==> src/rtl/serial_pattern_tx.sv <==
// Bit-serial pattern transmitter: NUM_PAT run-time writable patterns sent MSB-first
// with programmable length, bit period, repeat count and data inversion.
module serial_pattern_tx #(
    parameter int   PAT_LEN_MAX = 128,
    parameter int   NUM_PAT     = 4,
    parameter int   SEL_W       = 2,
    parameter int   LEN_W       = 8,
    parameter int   ADDR_W      = 4,
    parameter int   DIV_W       = 8,
    parameter int   REP_W       = 4,
    parameter logic IDLE_LVL    = 1'b1
) (
    input  logic              clk,
    input  logic              rst,
    input  logic              cfg_we,
    input  logic [SEL_W-1:0]  cfg_sel,
    input  logic [ADDR_W-1:0] cfg_addr,
    input  logic [7:0]        cfg_wdata,
    output logic              cfg_err,
    input  logic              start,
    input  logic [SEL_W-1:0]  sel,
    input  logic [LEN_W-1:0]  len,
    input  logic [DIV_W-1:0]  div,
    input  logic [REP_W-1:0]  rep,
    input  logic              inv,
    input  logic              abort,
    output logic              tx,
    output logic              bit_stb,
    output logic              busy,
    output logic              eoc
);

    localparam int               IDX_W   = $clog2(PAT_LEN_MAX);
    localparam logic [LEN_W-1:0] LEN_MAX = LEN_W'(PAT_LEN_MAX);

    typedef enum logic {
        IDLE,
        SHIFT
    } state_t;

    state_t state_q, state_d;

    logic [PAT_LEN_MAX-1:0] pat_q [NUM_PAT];
    logic [PAT_LEN_MAX-1:0] pat_d [NUM_PAT];

    logic [SEL_W-1:0] sel_q, sel_d;
    logic [LEN_W-1:0] len_q, len_d;
    logic [DIV_W-1:0] div_q, div_d;
    logic             inv_q, inv_d;

    logic [LEN_W-1:0] idx_q, idx_d;
    logic [DIV_W-1:0] div_cnt_q, div_cnt_d;
    logic [REP_W-1:0] rep_cnt_q, rep_cnt_d;

    logic eoc_q, eoc_d;
    logic cfg_err_q, cfg_err_d;

    logic             cfg_accept;
    logic [IDX_W-1:0] byte_base;
    logic [LEN_W-1:0] len_eff;
    logic [IDX_W-1:0] bit_idx;

    assign busy     = (state_q == SHIFT);
    assign byte_base = IDX_W'({cfg_addr, 3'b000});
    assign len_eff  = (len > LEN_MAX) ? LEN_MAX : len;
    assign bit_idx  = idx_q[IDX_W-1:0];

    // The pattern being shifted out is frozen; writes to any other slot proceed.
    assign cfg_accept = cfg_we && (!busy || (cfg_sel != sel_q));

    always_comb begin
        pat_d     = pat_q;
        cfg_err_d = 1'b0;
        if (cfg_accept) begin
            pat_d[cfg_sel][byte_base +: 8] = cfg_wdata;
        end else if (cfg_we) begin
            cfg_err_d = 1'b1;
        end
    end

    always_comb begin
        state_d   = state_q;
        sel_d     = sel_q;
        len_d     = len_q;
        div_d     = div_q;
        inv_d     = inv_q;
        idx_d     = idx_q;
        div_cnt_d = div_cnt_q;
        rep_cnt_d = rep_cnt_q;
        eoc_d     = 1'b0;

        unique case (state_q)
            IDLE: begin
                if (start && !abort) begin
                    sel_d     = sel;
                    len_d     = len_eff;
                    div_d     = div;
                    inv_d     = inv;
                    rep_cnt_d = rep;
                    div_cnt_d = '0;
                    if (len_eff == '0) begin
                        eoc_d = 1'b1;
                    end else begin
                        idx_d   = len_eff - 1'b1;
                        state_d = SHIFT;
                    end
                end
            end

            SHIFT: begin
                if (abort) begin
                    state_d = IDLE;
                end else if (div_cnt_q == div_q) begin
                    div_cnt_d = '0;
                    // Last clock of a bit: step down, rewind for a repeat, or finish.
                    if (idx_q != '0) begin
                        idx_d = idx_q - 1'b1;
                    end else if (rep_cnt_q != '0) begin
                        rep_cnt_d = rep_cnt_q - 1'b1;
                        idx_d     = len_q - 1'b1;
                    end else begin
                        state_d = IDLE;
                        eoc_d   = 1'b1;
                    end
                end else begin
                    div_cnt_d = div_cnt_q + 1'b1;
                end
            end

            default: state_d = IDLE;
        endcase
    end

    always_ff @(posedge clk or negedge rst) begin
        if (!rst) begin
            for (int i = 0; i < NUM_PAT; i++) begin
                pat_q[i] <= '0;
            end
            cfg_err_q <= 1'b0;
        end else begin
            pat_q     <= pat_d;
            cfg_err_q <= cfg_err_d;
        end
    end

    always_ff @(posedge clk or negedge rst) begin
        if (!rst) begin
            state_q   <= IDLE;
            sel_q     <= '0;
            len_q     <= '0;
            div_q     <= '0;
            inv_q     <= 1'b0;
            idx_q     <= '0;
            div_cnt_q <= '0;
            rep_cnt_q <= '0;
            eoc_q     <= 1'b0;
        end else begin
            state_q   <= state_d;
            sel_q     <= sel_d;
            len_q     <= len_d;
            div_q     <= div_d;
            inv_q     <= inv_d;
            idx_q     <= idx_d;
            div_cnt_q <= div_cnt_d;
            rep_cnt_q <= rep_cnt_d;
            eoc_q     <= eoc_d;
        end
    end

    assign tx      = busy ? (pat_q[sel_q][bit_idx] ^ inv_q) : IDLE_LVL;
    assign bit_stb = busy && (div_cnt_q == '0);
    assign eoc     = eoc_q;
    assign cfg_err = cfg_err_q;

endmodule

==> config.mk <==
export PLATFORM = sky130hd
export DESIGN_NAME = serial_pattern_tx
export DESIGN_NICKNAME = d
export VERILOG_FILES = /design/src/rtl/serial_pattern_tx.sv
export SDC_FILE = /design/constraint.sdc
export NUM_CORES = 1
export LEC_CHECK = 0
export BUFFER_PORTS_ARGS = -buffer_cell sky130_fd_sc_hd__buf_2
export CELL_PAD_IN_SITES_DETAIL_PLACEMENT = 0
export CELL_PAD_IN_SITES_GLOBAL_PLACEMENT = 2
export CORE_MARGIN = 2
export CORE_UTILIZATION = 48
export CTS_BUF_LIST = sky130_fd_sc_hd__clkbuf_8
export CTS_CLUSTER_DIAMETER = 120
export DETAILED_ROUTE_END_ITERATION = 7
export PLACE_DENSITY = 0.86
export SYNTH_ARGS = -nofsm -noshare
export SYNTH_HDL_FRONTEND = slang
export SYNTH_SLANG_ARGS = --single-unit
==> constraint.sdc <==
create_clock -name clk -period 3.1 [get_ports clk]
set_clock_uncertainty 0.05 [all_clocks]
set_input_delay 0.31 -clock clk [delete_from_list [all_inputs] [get_ports clk]]
set_output_delay 0.31 -clock clk [all_outputs]
set_load 0.005 [all_outputs]
# Yosys cells after proc, flatten, opt, wreduce, memory -nomap -nowiden
# Index checks and enable logic that the tools add are counted.
dict set report totals {
  register_bits 554
  input_bits 42
  out_inout_bits 5
  word_cells 98
}
dict set report op_classes {
  addsub 6
  n_lt_le_gt_ge 5
  n_eq_ne 9
  n_shift 2
  muxes 43
  n_bitwise 4
  reduce_logical 15
}
# op n
set ops {}
lappend ops {{bitwise mux 512 bit} 1}
lappend ops {{two-way mux 128 bit} 3}
lappend ops {{binary-select mux 128 bit (select 2 bit)} 1}
lappend ops {{demux 128 bit (select 2 bit)} 1}
lappend ops {{variable shift 8 x 9 -> 128 bit, first input constant} 1}
lappend ops {{indexed part select 8 x 9 -> 128 bit} 1}
lappend ops {{two-way mux 8 bit} 10}
lappend ops {{case mux 8 bit (2 select lines)} 2}
lappend ops {{subtractor 8 x 1 -> 8 bit, second input constant} 3}
lappend ops {{two-way mux 4 bit} 5}
lappend ops {{logical NOT 8 bit} 2}
lappend ops {{two-way mux 1 bit} 16}
lappend ops {{AND reduction 5 bit} 2}
lappend ops {{negation 7 -> 9 bit} 1}
lappend ops {{adder 8 x 1 -> 8 bit, second input constant} 1}
lappend ops {{equality test 8 bit} 1}
lappend ops {{> comparator 8 bit, second input constant} 1}
lappend ops {{< comparator 7 x 8 -> 1 bit, second input constant} 1}
lappend ops {{inequality test 2 bit, second input constant} 4}
lappend ops {{case mux 4 bit (2 select lines)} 1}
lappend ops {{nonzero test 8 bit} 1}
lappend ops {{binary-select mux 1 bit (select 7 bit)} 1}
lappend ops {{>= comparator 3 bit, second input constant} 2}
lappend ops {{inverter 2 -> 3 bit} 2}
lappend ops {{13 further kinds} 20}

# Longest topological paths before layout
# Gate-level depths: netlist of run 1.
dict set report logic_depth {
  word_depth 8
  depth_mapped 12
  ltp_nobuf 9
}

# Least setup slack after synthesis of run 1
# Ideal clock, no wire load.
dict set report synth_timing {
  kind {reg2out}
  startpoint {reg sel_q[0]}
  endpoint {out tx}
  t_arrival_ns 2.538
  setup_slack_ns 0.202
  stages_incl_launch_ff 12
  path_buffers 4
  cell_sequence {dfrtp_1 -> buf_6 -> buf_8 -> buf_6 -> buf_4 -> mux4_2 -> a22oi_1 -> a21oi_1 -> o21bai_1 -> o311ai_1 -> o32ai_1 -> mux2_1}
}
dict set report synth_via {
  elab_chain_cells 8
}
# element line
set synth_rtl {}
lappend synth_rtl {{from (decl)} 46} ;# logic [SEL_W-1:0] sel_q, sel_d;
lappend synth_rtl {{from (signal assigned)} 159} ;# sel_q <= sel_d;
lappend synth_rtl {{inverter 2 -> 3 bit (not written as such)} 170} ;# assign tx = busy ? (pat_q[sel_q][bit_idx] ^ inv_q) : IDLE_LVL;
lappend synth_rtl {{binary-select mux 128 bit (select 2 bit)} 170}
lappend synth_rtl {{two-way mux 128 bit (not written as such) (2 in a row)} 170}
lappend synth_rtl {{binary-select mux 1 bit (select 7 bit)} 170}
lappend synth_rtl {{two-way mux 1 bit (not written as such)} 170}
lappend synth_rtl {{bitwise XOR 1 bit} 170}
lappend synth_rtl {{two-way mux 1 bit} 170}
lappend synth_rtl {{to (decl)} 27} ;# output logic tx,
# Every way passes these cells. The select of a mux whose other input is x is not followed.

# Worst setup path after layout of run 1
# Ends and elaborated chain as after synthesis.

==> flow_metrics.py, run 1 <==
metrics = {
    "logic_synthesis": {
        "synth_area_per_cell_um2": 14.5,
        "synth_area_leaders": "dfrtp_1 53%, mux2_2 23%, mux4_2 9.4%, mux4_1 1.5%, mux2i_1 1.4%",
        "yosysUniqueCellTypes": 70,
        "yosysTopAreaCell": "dfrtp_1",
        "ys.flop_type": "dfrtp_1",
        "synth_edf_count": 0,
        "synth-seq-cells": 554,
        "netlist.area_leader.share_pct": 52.8,
        "yosys_warnings": 0,
        "syn_area_um2": 26200,
        "syn_inst": 1807,
        "syn-num-nets": 1857,
        "ys_seq_area_share_pct": 52.8,
        "async_flop_share_pct": 100,
        "yosysMostFrequentCell": "dfrtp_1",
        "synth_common_cells": "554 x dfrtp_1, 529 x mux2_2, 109 x mux4_2",
    },
    "cts": {
        "ctsRootBufferMaster": "clkbuf_8",
        "cts_buffers": 93,
        "clk_latency_ns": 0.67,
        "cts_sinks": 554,
        "cts_buffer_depth": 3,
        "cts_tree": "built",
        "cts_max_level": 3,
        "clk_pin_slew_worst_paths_ns": 0.06,
    },
    "timing": {
        "rsz0062_at_grt": "true",
        "timing.fmax_ghz": 0.238,
        "tightest_slew_ns": 1.13,
        "relSlewSlack_pct": 24.6,
        "slew_viol_final": 0,
        "fin_crit_sh_pct": 135,
        "fin_crit_ns": 4.20,
        "setup_viol": 1,
        "fin_ws_ns": -1.10,
        "hold_viol": 0,
    },
    "grt": {
        "track_usage_pct": 25.1,
        "antenna_found_initial": 4,
        "grt_pass1_vias": 18000,
        "grt_pass1_wl_um": 108000,
        "grt_max_degree": 92,
        "overflow": 0,
    },
    "power": {
        "vdd_drop_max_mv": 0.289,
        "p_leak_uw": 0.0148,
        "power.density_nw_per_um2": 649,
    },
    "worst_setup_path": {
        "critical_path_class": "register to output port",
        "critPathArrivalTime_ns": 3.84,
        "crit_chain": "buf_12 > buf_16 > mux4_2 > a22o_1 > a221oi_2 > o22ai_2 > o2bb2ai_2 > o311ai_2 > o32ai_2 > buf_4 > mux2_4 > buf_6",
        "cp_max_fo": 7,
        "cp_data_required_time_ns": 2.74,
        "endpoint_kind": "output port",
        "slowest_delay_ns": 0.50,
        "critPathTopFamily": "compound AO/OA/AOI/OAI gates",
        "start_kind": "register",
        "path_buf_inv": 4,
        "slowest_stage": "mux4_2",
    },
    "cells_and_area": {
        "syn_to_final_growth_pct": 16.9,
        "multiInputGateArea_um2": 11700,
        "finalNetCount": 2094,
        "regArea_um2": 13900,
        "fillCellCount": 4254,
        "instances_no_fill": 2817,
        "drive_gt1_share_pct": 48.7,
    },
    "place": {
        "place_congestion": 0.845,
        "place_ws_ns": -0.551,
        "placed_cells": 2608,
        "dp_hpwl_um": 46600,
        "io_buffers": 46,
    },
    "floorplanning": {
        "dieArea_um2": 56600,
        "row_count": 85,
        "die_h_um": 238,
        "io_pins": 47,
        "dieWidth_um": 238,
        "core_um2": 53900,
        "start_util_pct": 48.7,
    },
    "run": {
        "drv_cap": 0,
    },
    "detailed_routing": {
        "dr.pass1.iters": 7,
        "finalWirelength_um": 69400,
        "routedWlPerCell_um": 24.6,
        "ant_nets": 0,
        "routed_via_density": 5.92,
        "drc": 0,
        "drt_iter0_markers": 1184,
        "vias": 16700,
    },
    "status": {
        "violations": "setup timing",
        "status": "finished, violations left",
    },
    "min_path": {
        "hold_class": "primary input to register",
    },
}
where the power goes:
group          switching (uW)  internal (uW)  leakage [uW]
Sequential                502           7970       0.00750
Combinational            2590           2480       0.00618
Clock                    2970           3400       0.00108
Total                    6060          13800        0.0148
worst reg2reg max path: stages (launching register included):
cell and delay (ns):
dfrtp_4 0.52, buf_12 0.20, buf_4 0.18, buf_4 0.17, nand3_1 0.10, and4_1 0.58
nand4_1 0.58, mux2_2 0.48
state kept, by name, summed over array words and instances, names as in the netlist:
signal,cells
eoc,1
len_q,8
inv_q,1
idx_q,8
pat_q,512
sel_q,2
div_cnt_q,8
cfg_err,1
div_q,8
busy,1
rep_cnt_q,4
metrics by stage:
step | total power, uW | util (%) | setup TNS, ns | area (um^2) | hold slack, ns
final | 19900 | 56.9 | -1.10 | 30700 | 0.0871
after global routing | 20800 | 56.9 | -1.18 | 30700 | 0.110
after CTS | 19900 | 56.5 | -1.13 | 30500 | 0.0523
after detailed placement | 13400 | 52.5 | -0.551 | 28300 | 0.358
after global placement | 13300 | 52.5 | -0.615 | 28300 | 0.358
after floorplan | 11200 | - | 0 | 26200 | -0.0356
final timing paths:
kind,from,to,slack [ns],cells past startpoint
hold / removal,abort,idx_q[4]$_DFFE_PN0P_,0.09,3
setup / recovery,sel_q[0]$_DFFE_PN0P_,tx,-1.10,12
setup reg to reg,sel_q[1]$_DFFE_PN0P_,pat_q[79]$_DFFE_PN0P_,0.10,7
hold reg to reg,len_q[7]$_DFFE_PN0P_,len_q[7]$_DFFE_PN0P_,0.43,2
min in group asynchronous,rst,pat_q[326]$_DFFE_PN0P_,0.15,2
max in group asynchronous,rst,pat_q[60]$_DFFE_PN0P_,1.84,3
layout by cell type (no fill, tap or decap), drive strengths merged, types with 7 or more instances in the layout:
cell	n
nor3	12
dlygate4sd3	27
clkinv	13
and2	11
a22oi	19
nor2	66
mux2i	36
mux4	124
dfrtp	554
nor2b	10
a221oi	8
inv	50
xor2	16
a21oi	34
mux2	530
o21ai	38
buf	233
ha	8
nand2b	9
and3	22
clkbuf	116
nand2	78
nand3	23
nor4	7
routing by layer:
metal | track usage [%] | up-vias | share of wire (%)
li1 | - | 7238 | -
met1 | 34.4 | 8855 | 44
met2 | 40.6 | 452 | 48
met3 | 4.94 | 126 | 5.9
met4 | 8.31 | 2 | 2.4
met5 | 0 | - | 0.016
cell type report:
| cell class | instances | area share (%) |
|---|---|---|
| Sequential cell | 554 | 45.2 |
| Multi-Input combinational cell | 1120 | 38.2 |
| Timing Repair Buffer | 262 | 7.59 |
| Clock buffer | 114 | 5.12 |
| Tap cell | 696 | 2.84 |
| Clock inverter | 55 | 0.877 |
| Inverter | 13 | 0.159 |
| Antenna cell | 3 | 0.0245 |
timing repair:
action	CTS	global route
hold buffers	27	0
pin swaps	0	4
setup endpoints to repair	1	5
cloned	0	2
gates resized for setup	8	14
setup buffers	2	6
endpoints found under the hold margin	99	0
logic make-up after synthesis:
kind of cell / share of synthesized area [%]
simple gates: 4.73
xor+xnor: 0.634
buf+inv: 2.84
flops: 52.8
fa+ha+maj: 0.381
mux: 35.0
compound gates: 3.60
Power figures use the tool's default switching activity.
==> run 2: changes to the inputs <==
Settings changed: ABC_AREA from default to 1, CORE_UTILIZATION 48 to 40, PLACE_DENSITY 0.86 to 0.87.
==> run 2 against run 1 <==
  * The run still ends with setup timing left
  * Core utilization down 9.6 points
  * Worst hold slack worse by 0.0011 ns
  * Final cell count up 55%
  * Sequential power up 5.4%
  * Wire length up 23%
  * Non-clock buffer count down 70
  * Fmax up 24%
  * Area after synthesis up 1.2%
  * Sequential share of layout area down 0.57 points
  * Highest routed layer is now met4
==> flow_metrics.py, run 2 <==
metrics = {
    "cells_and_area": {
        "fillCellCount": 6493,
        "largest_reg_flops": 512,
        "regMostFlops": "pat_q",
        "final_common_cell": "nand2_1",
        "syn_to_final_growth_pct": 17.0,
        "finalNetCount": 3472,
        "final_cell_mix": "1126 x nand2_1, 551 x dfrtp_1, 461 x o21ai_0",
        "drive_gt1_share_pct": 13.4,
    },
    "detailed_routing": {
        "drt_iter0_markers": 2365,
        "finalWirelength_um": 85300,
        "dr.pass1.iters": 5,
        "drc": 0,
        "vias": 23400,
        "routed_via_density": 5.37,
        "ant_nets": 0,
        "routedWlPerCell_um": 19.6,
    },
    "grt": {
        "antenna_found_initial": 1,
        "grt_pass1_vias": 22700,
        "grt_pass1_wl_um": 132000,
        "track_usage_pct": 24.8,
        "overflow": 0,
        "grt_max_degree": 121,
    },
    "status": {
        "status": "finished, violations left",
        "violations": "setup timing",
    },
    "timing": {
        "rsz0062_at_grt": "true",
        "slew_viol_final": 0,
        "hold_viol": 0,
        "tightest_slew_ns": 0.702,
        "fin_crit_sh_pct": 109,
        "setup_viol": 1,
        "holdWs_ns": 0.0861,
        "fin_ws_ns": -0.284,
        "timing.fmax_ghz": 0.296,
        "tns_ns": -0.284,
        "relSlewSlack_pct": 53.2,
        "fin_crit_ns": 3.38,
    },
    "worst_setup_path": {
        "critPathArrivalTime_ns": 3.02,
        "endpoint_kind": "output port",
        "critical_path_class": "register to output port",
        "cp_data_required_time_ns": 2.74,
        "worst-r2r-setup-slack_ns": 0.18,
        "cp_max_fo": 10,
        "start_kind": "register",
    },
    "floorplanning": {
        "row_count": 94,
        "start_util_pct": 40.4,
        "dieArea_um2": 68500,
        "dieWidth_um": 262,
        "io_pins": 47,
        "die_h_um": 262,
        "core_um2": 65700,
    },
    "power": {
        "vdd_drop_max_mv": 0.525,
        "power.density_nw_per_um2": 844,
        "p_leak_uw": 0.0143,
    },
    "cts": {
        "ctsRootBufferMaster": "clkbuf_8",
        "cts_buffer_depth": 3,
        "clk_pin_slew_worst_paths_ns": 0.06,
        "clk_latency_ns": 0.70,
        "cts_max_level": 3,
        "cts_sinks": 554,
        "cts_buffers": 100,
        "cts_tree": "built",
    },
    "logic_synthesis": {
        "async_flop_share_pct": 100,
        "syn_inst": 3344,
        "synth_common_cells": "1131 x nand2_1, 554 x dfrtp_1, 479 x o21ai_0",
        "syn-num-nets": 3394,
        "ys.flop_type": "dfrtp_1",
        "synth_area_per_cell_um2": 7.94,
        "netlist.area_leader.share_pct": 52.2,
        "yosysTopAreaCell": "dfrtp_1",
        "synth_area_leaders": "dfrtp_1 52%, nand2_1 16%, o21ai_0 9.0%, nand3_1 8.2%, inv_1 2.1%",
        "ys_seq_area_share_pct": 52.2,
        "synth_edf_count": 0,
        "yosysMostFrequentCell": "nand2_1",
        "yosys_warnings": 0,
        "yosysUniqueCellTypes": 35,
        "syn_area_um2": 26600,
        "synth-seq-cells": 554,
    },
    "place": {
        "dp_hpwl_um": 50400,
        "place_ws_ns": 0.225,
        "place_congestion": 0.871,
        "io_buffers": 46,
    },
    "min_path": {
        "hold_class": "primary input to asynchronous set/reset pin",
    },
    "run": {
        "drv_cap": 0,
    },
}
==> run 2: cell count changes after synthesis, moves of 36 or more <==
cell | previous run | this run
o21ai_0 | 37 | 479
o21ai_1 | 1 | 92
mux2i_1 | 36 | 0
mux2_2 | 529 | 0
nand2_1 | 78 | 1131
nand3_1 | 23 | 436
buf_2 | 13 | 93
mux4_2 | 109 | 0
inv_1 | 12 | 147
==> run 2: layer usage <==
layer	share of wire (%)	GRT usage (%)	routed length (um)
met1	45	34.7	38600
met2	45	38.2	38200
met3	6.8	4.76	5770
met4	3.2	9.31	2710
met5	0	0	0
==> run 2: kinds of logic (layout without fill, tap and decap cells) <==
kind of cell | count (synthesis) | count (layout) | synth area share (%)
simple gates | 1755 | 1755 | 28.4
compound gates | 637 | 637 | 12.2
flops | 554 | 554 | 52.2
buf+inv | 381 | 533 | 6.43
xor+xnor | 9 | 9 | 0.325
fa+ha+maj | 8 | 8 | 0.377
other cells | 0 | 1 | 0
==> run 2: stage by stage <==
| stage | cells | cell area, um^2 | total power (uW) | util, % |
|---|---|---|---|---|
| after global routing | 4361 | 31100 | 27700 | 47.3 |
| after global placement | 4125 | 27800 | 17700 | 42.3 |
| after CTS | 4345 | 30600 | 25600 | 46.5 |
| after detailed placement | 4125 | 27800 | 17800 | 42.3 |
| final | 4361 | 31100 | 26200 | 47.3 |
| after floorplan | 3344 | 26600 | 14300 | - |
==> run 2: timing repair <==
| action | 4_1_cts | 5_1_grt |
|---|---|---|
| cloned | 8 | 6 |
| gates resized for setup | 44 | 70 |
| buffers inserted | 6 | 10 |
| hold endpoints to repair | 228 | 0 |
| endpoints found under the setup margin | 1 | 18 |
| hold buffers | 30 | 0 |
| pin swaps | 17 | 34 |
==> run 2: final timing paths <==
path,start,depth (start not counted),end
max in group asynchronous,rst,3,pat_q[271]$_DFFE_PN0P_
max,sel_q[0]$_DFFE_PN0P_,17,tx
max reg2reg,sel_q[0]$_DFFE_PN0P_,14,pat_q[396]$_DFFE_PN0P_
min,rst,2,pat_q[208]$_DFFE_PN0P_
min in group clk,start,5,len_q[2]$_DFFE_PN0P_
min reg2reg,pat_q[359]$_DFFE_PN0P_,2,pat_q[359]$_DFFE_PN0P_
==> run 2: cell type report <==
cell class | count | area, um^2 | area share [%]
tap | 864 | 1080 | 3.48
clock inverter | 44 | 195 | 0.628
timing repair buffer | 192 | 2150 | 6.93
inverter | 164 | 649 | 2.09
multi-input combinational | 2409 | 11300 | 36.3
clock buffer | 132 | 1820 | 5.85
antenna | 1 | 2.50 | 0.00805
timing repair inverter | 1 | 8.76 | 0.0282
sequential | 554 | 13900 | 44.7
==> run 2: critical path, cell delays in order, from the launching register on <==
cell	delay, ns
dfrtp_4	0.54
clkinv_16	0.13
buf_12	0.16
buf_4	0.15
clkbuf_16	0.17
o211ai_1	0.18
nand3_1	0.09
nand3_1	0.10
nand2_1	0.08
nand2_2	0.09
nand2_2	0.08
nand3_2	0.07
nand3_2	0.08
nand3_2	0.08
nand2_1	0.05
nand2_1	0.07
nand3_2	0.07
buf_2	0.14
==> run 2: power by group <==
group | switching, uW | internal, uW
clock | 3130 | 3780
sequential | 615 | 8310
combinational | 6670 | 3720
total | 10400 | 15800
==> run 3: changes to the inputs <==
--- a/config.mk
+++ b/config.mk
@@ -14,3 +14,3 @@
 export CTS_BUF_LIST = sky130_fd_sc_hd__clkbuf_8
-export CTS_CLUSTER_DIAMETER = 120
+export CTS_CLUSTER_DIAMETER = 40
 export DETAILED_ROUTE_END_ITERATION = 7
--- a/constraint.sdc
+++ b/constraint.sdc
@@ -4,2 +4,2 @@
 set_output_delay 0.31 -clock clk [all_outputs]
-set_load 0.005 [all_outputs]
+set_load 0.01 [all_outputs]
==> run 3 against run 2 <==
  * Via count decreased by 1.1%
  * Core utilization up 0.33 points
  * Highest routed layer is now met5
  * Die area stayed put
  * Flip-flop and latch count unchanged
  * Global-route usage grew 0.16 points
  * Critical path type unchanged
  * Wire length shrank 1.8%
  * The flow still finishes with violations (setup timing)
  * Largest power group unchanged
  * Sequential power rose by 0.6%
==> flow_metrics.py, run 3 (synthesis gave the netlist of run 2 again) <==
metrics = {
    "status": {
        "status": "finished, violations left",
        "violations": "setup timing",
    },
    "power": {
        "power.density_nw_per_um2": 860,
        "power_uw": 26900,
        "p_leak_uw": 0.0143,
        "vdd_drop_max_mv": 0.657,
    },
    "cts": {
        "clk_latency_ns": 0.72,
        "clk_pin_slew_worst_paths_ns": 0.06,
        "ctsRootBufferMaster": "clkbuf_8",
        "cts_sinks": 554,
        "cts_buffers": 109,
        "cts_buffer_depth": 3,
        "cts_max_level": 3,
        "cts_tree": "built",
    },
    "worst_setup_path": {
        "regToRegStartpoint": "sel_q[0]$_DFFE_PN0P_",
        "rr_endpoint": "pat_q[427]$_DFFE_PN0P_",
        "critPathArrivalTime_ns": 3.03,
        "cp_data_required_time_ns": 2.74,
        "endpoint_kind": "output port",
        "crit_chain": "buf_12 > buf_12 > buf_16 > nand2_1 > nand3_1 > nand3_2 > nand2_1 > a21oi_1 > nand3_1 > nand3_4 > nand3_2 > nand3_2 > nand2_2 > nand2_2 > nand3_4 > buf_6",
        "slowest_delay_ns": 0.58,
        "slowest_stage": "dfrtp_4",
        "crit_top_cell": "nand3_2",
        "path_buf_inv": 4,
        "critical_path_class": "register to output port",
        "rr_worst_depth": 14,
        "cp_max_fo": 25,
        "critPathTopFamily": "simple AND/OR/NAND/NOR gates",
        "start_kind": "register",
        "worst-r2r-setup-slack_ns": 0.17,
    },
    "floorplanning": {
        "core_um2": 65700,
        "row_count": 94,
        "die_h_um": 262,
        "io_pins": 47,
        "start_util_pct": 40.4,
        "dieWidth_um": 262,
        "dieArea_um2": 68500,
    },
    "timing": {
        "slew_viol_final": 0,
        "timing.fmax_ghz": 0.295,
        "tns_ns": -0.289,
        "fin_ws_ns": -0.289,
        "setup_viol": 1,
        "tightest_slew_ns": 0.756,
        "relSlewSlack_pct": 49.6,
        "rsz0062_at_grt": "true",
        "fin_crit_sh_pct": 109,
        "fin_crit_ns": 3.39,
        "hold_viol": 0,
    },
    "detailed_routing": {
        "vias": 23200,
        "drc": 0,
        "drt_iter0_markers": 2018,
        "finalWirelength_um": 83800,
        "ant_nets": 0,
        "routedWlPerCell_um": 19.1,
        "dr.pass1.iters": 6,
        "routed_via_density": 5.28,
    },
    "run": {
        "drv_cap": 0,
    },
    "min_path": {
        "hold_class": "primary input to register",
        "hp-start": "start",
        "hold_path_depth": 5,
        "holdPathEnd": "len_q[2]$_DFFE_PN0P_",
    },
    "place": {
        "place_congestion": 0.850,
        "io_buffers": 46,
        "placed_cells": 4133,
        "dp_hpwl_um": 51700,
    },
    "grt": {
        "grt_pass1_vias": 22800,
        "grt_pass1_wl_um": 133000,
        "grt_max_degree": 77,
        "track_usage_pct": 25.0,
        "overflow": 0,
        "antenna_found_initial": 2,
    },
    "cells_and_area": {
        "final_cell_mix": "1124 x nand2_1, 551 x dfrtp_1, 468 x o21ai_0",
        "final_common_cell": "nand2_1",
        "regMostFlops": "pat_q",
        "largest_reg_flops": 512,
        "fillCellCount": 6449,
        "finalNetCount": 3480,
        "instances_no_fill": 4383,
        "drive_gt1_share_pct": 13.7,
        "syn_to_final_growth_pct": 17.8,
    },
}
==> run 3: cell types whose count changed in the layout (fill, tap and decap cells not counted), moves of 5 or more <==
cell | previous run | this run
bufinv_16 | 0 | 10
clkbuf_16 | 5 | 0
clkbuf_8 | 132 | 137
clkinv_2 | 11 | 19
clkinvlp_4 | 1 | 8
dlygate4sd3_1 | 30 | 37
inv_1 | 175 | 163
nand3_1 | 401 | 410
nand3_2 | 30 | 23
o21ai_0 | 461 | 468
==> run 3: worst max-delay path by stage <==
stage                              start                endpoint  slack [ns]  cells past startpoint
floorplan                    cfg_addr[0]  pat_q[158]$_DFFE_PN0P_        0.74                     14
global placement    sel_q[0]$_DFFE_PN0P_                      tx        0.16                     15
detailed placement  sel_q[0]$_DFFE_PN0P_                      tx        0.18                     15
CTS                 sel_q[0]$_DFFE_PN0P_                      tx       -0.31                     15
global route        sel_q[0]$_DFFE_PN0P_                      tx       -0.46                     16
finish              sel_q[0]$_DFFE_PN0P_                      tx       -0.29                     16
==> run 3: layout make-up <==
class	count	area, um^2	area share [%]
flip-flops and latches	554	13900	44.3
multi-input cells	2409	11200	35.8
repair buffers	192	2000	6.40
clock buffers	137	1890	6.03
well taps	864	1080	3.46
inverters	164	637	2.04
clock inverters	62	603	1.93
diodes	1	2.50	0.00800
==> run 3: through the flow <==
stage | utilization [%] | cell area, um^2 | setup WS, ns | hold WS (ns)
2_1_floorplan | - | 26600 | 0.743 | -0.0356
3_3_place_gp | 42.3 | 27800 | 0.155 | 0.325
3_5_place_dp | 42.3 | 27800 | 0.184 | 0.320
4_1_cts | 47.4 | 31200 | -0.307 | 0.00325
5_1_grt | 47.6 | 31300 | -0.456 | 0.0390
6_report | 47.6 | 31300 | -0.289 | 0.0431
==> run 3: report_power, final <==
part           switching, uW  total, uW  internal, uW
Combinational           6250       9680          3430
Sequential               665       8980          8320
Clock                   3390       8240          4850
==> run 3: timing repair <==
action / 4_1_cts / 5_1_grt
buffers inserted: 5 / 2
setup endpoints to repair: 1 / 9
cloned: 6 / 0
endpoints found under the hold margin: 93 / 0
pin swaps: 24 / 11
gates resized for setup: 70 / 16
hold buffers: 37 / 0
==> run 3: tightest hold or removal path, stage by stage <==
cell and delay [ns]:
buf_2 0.07, nand3_1 0.06, buf_4 0.21, nand2_1 0.08, nand2_1 0.04
==> run 3: routing by layer <==
metal | GRT usage [%] | up-vias | routed length [um]
met5 | 0 | - | 19
met4 | 8.60 | 2 | 2330
met3 | 4.63 | 145 | 4560
met2 | 39.9 | 619 | 38800
met1 | 34.2 | 11300 | 38100
li1 | - | 11100 | -
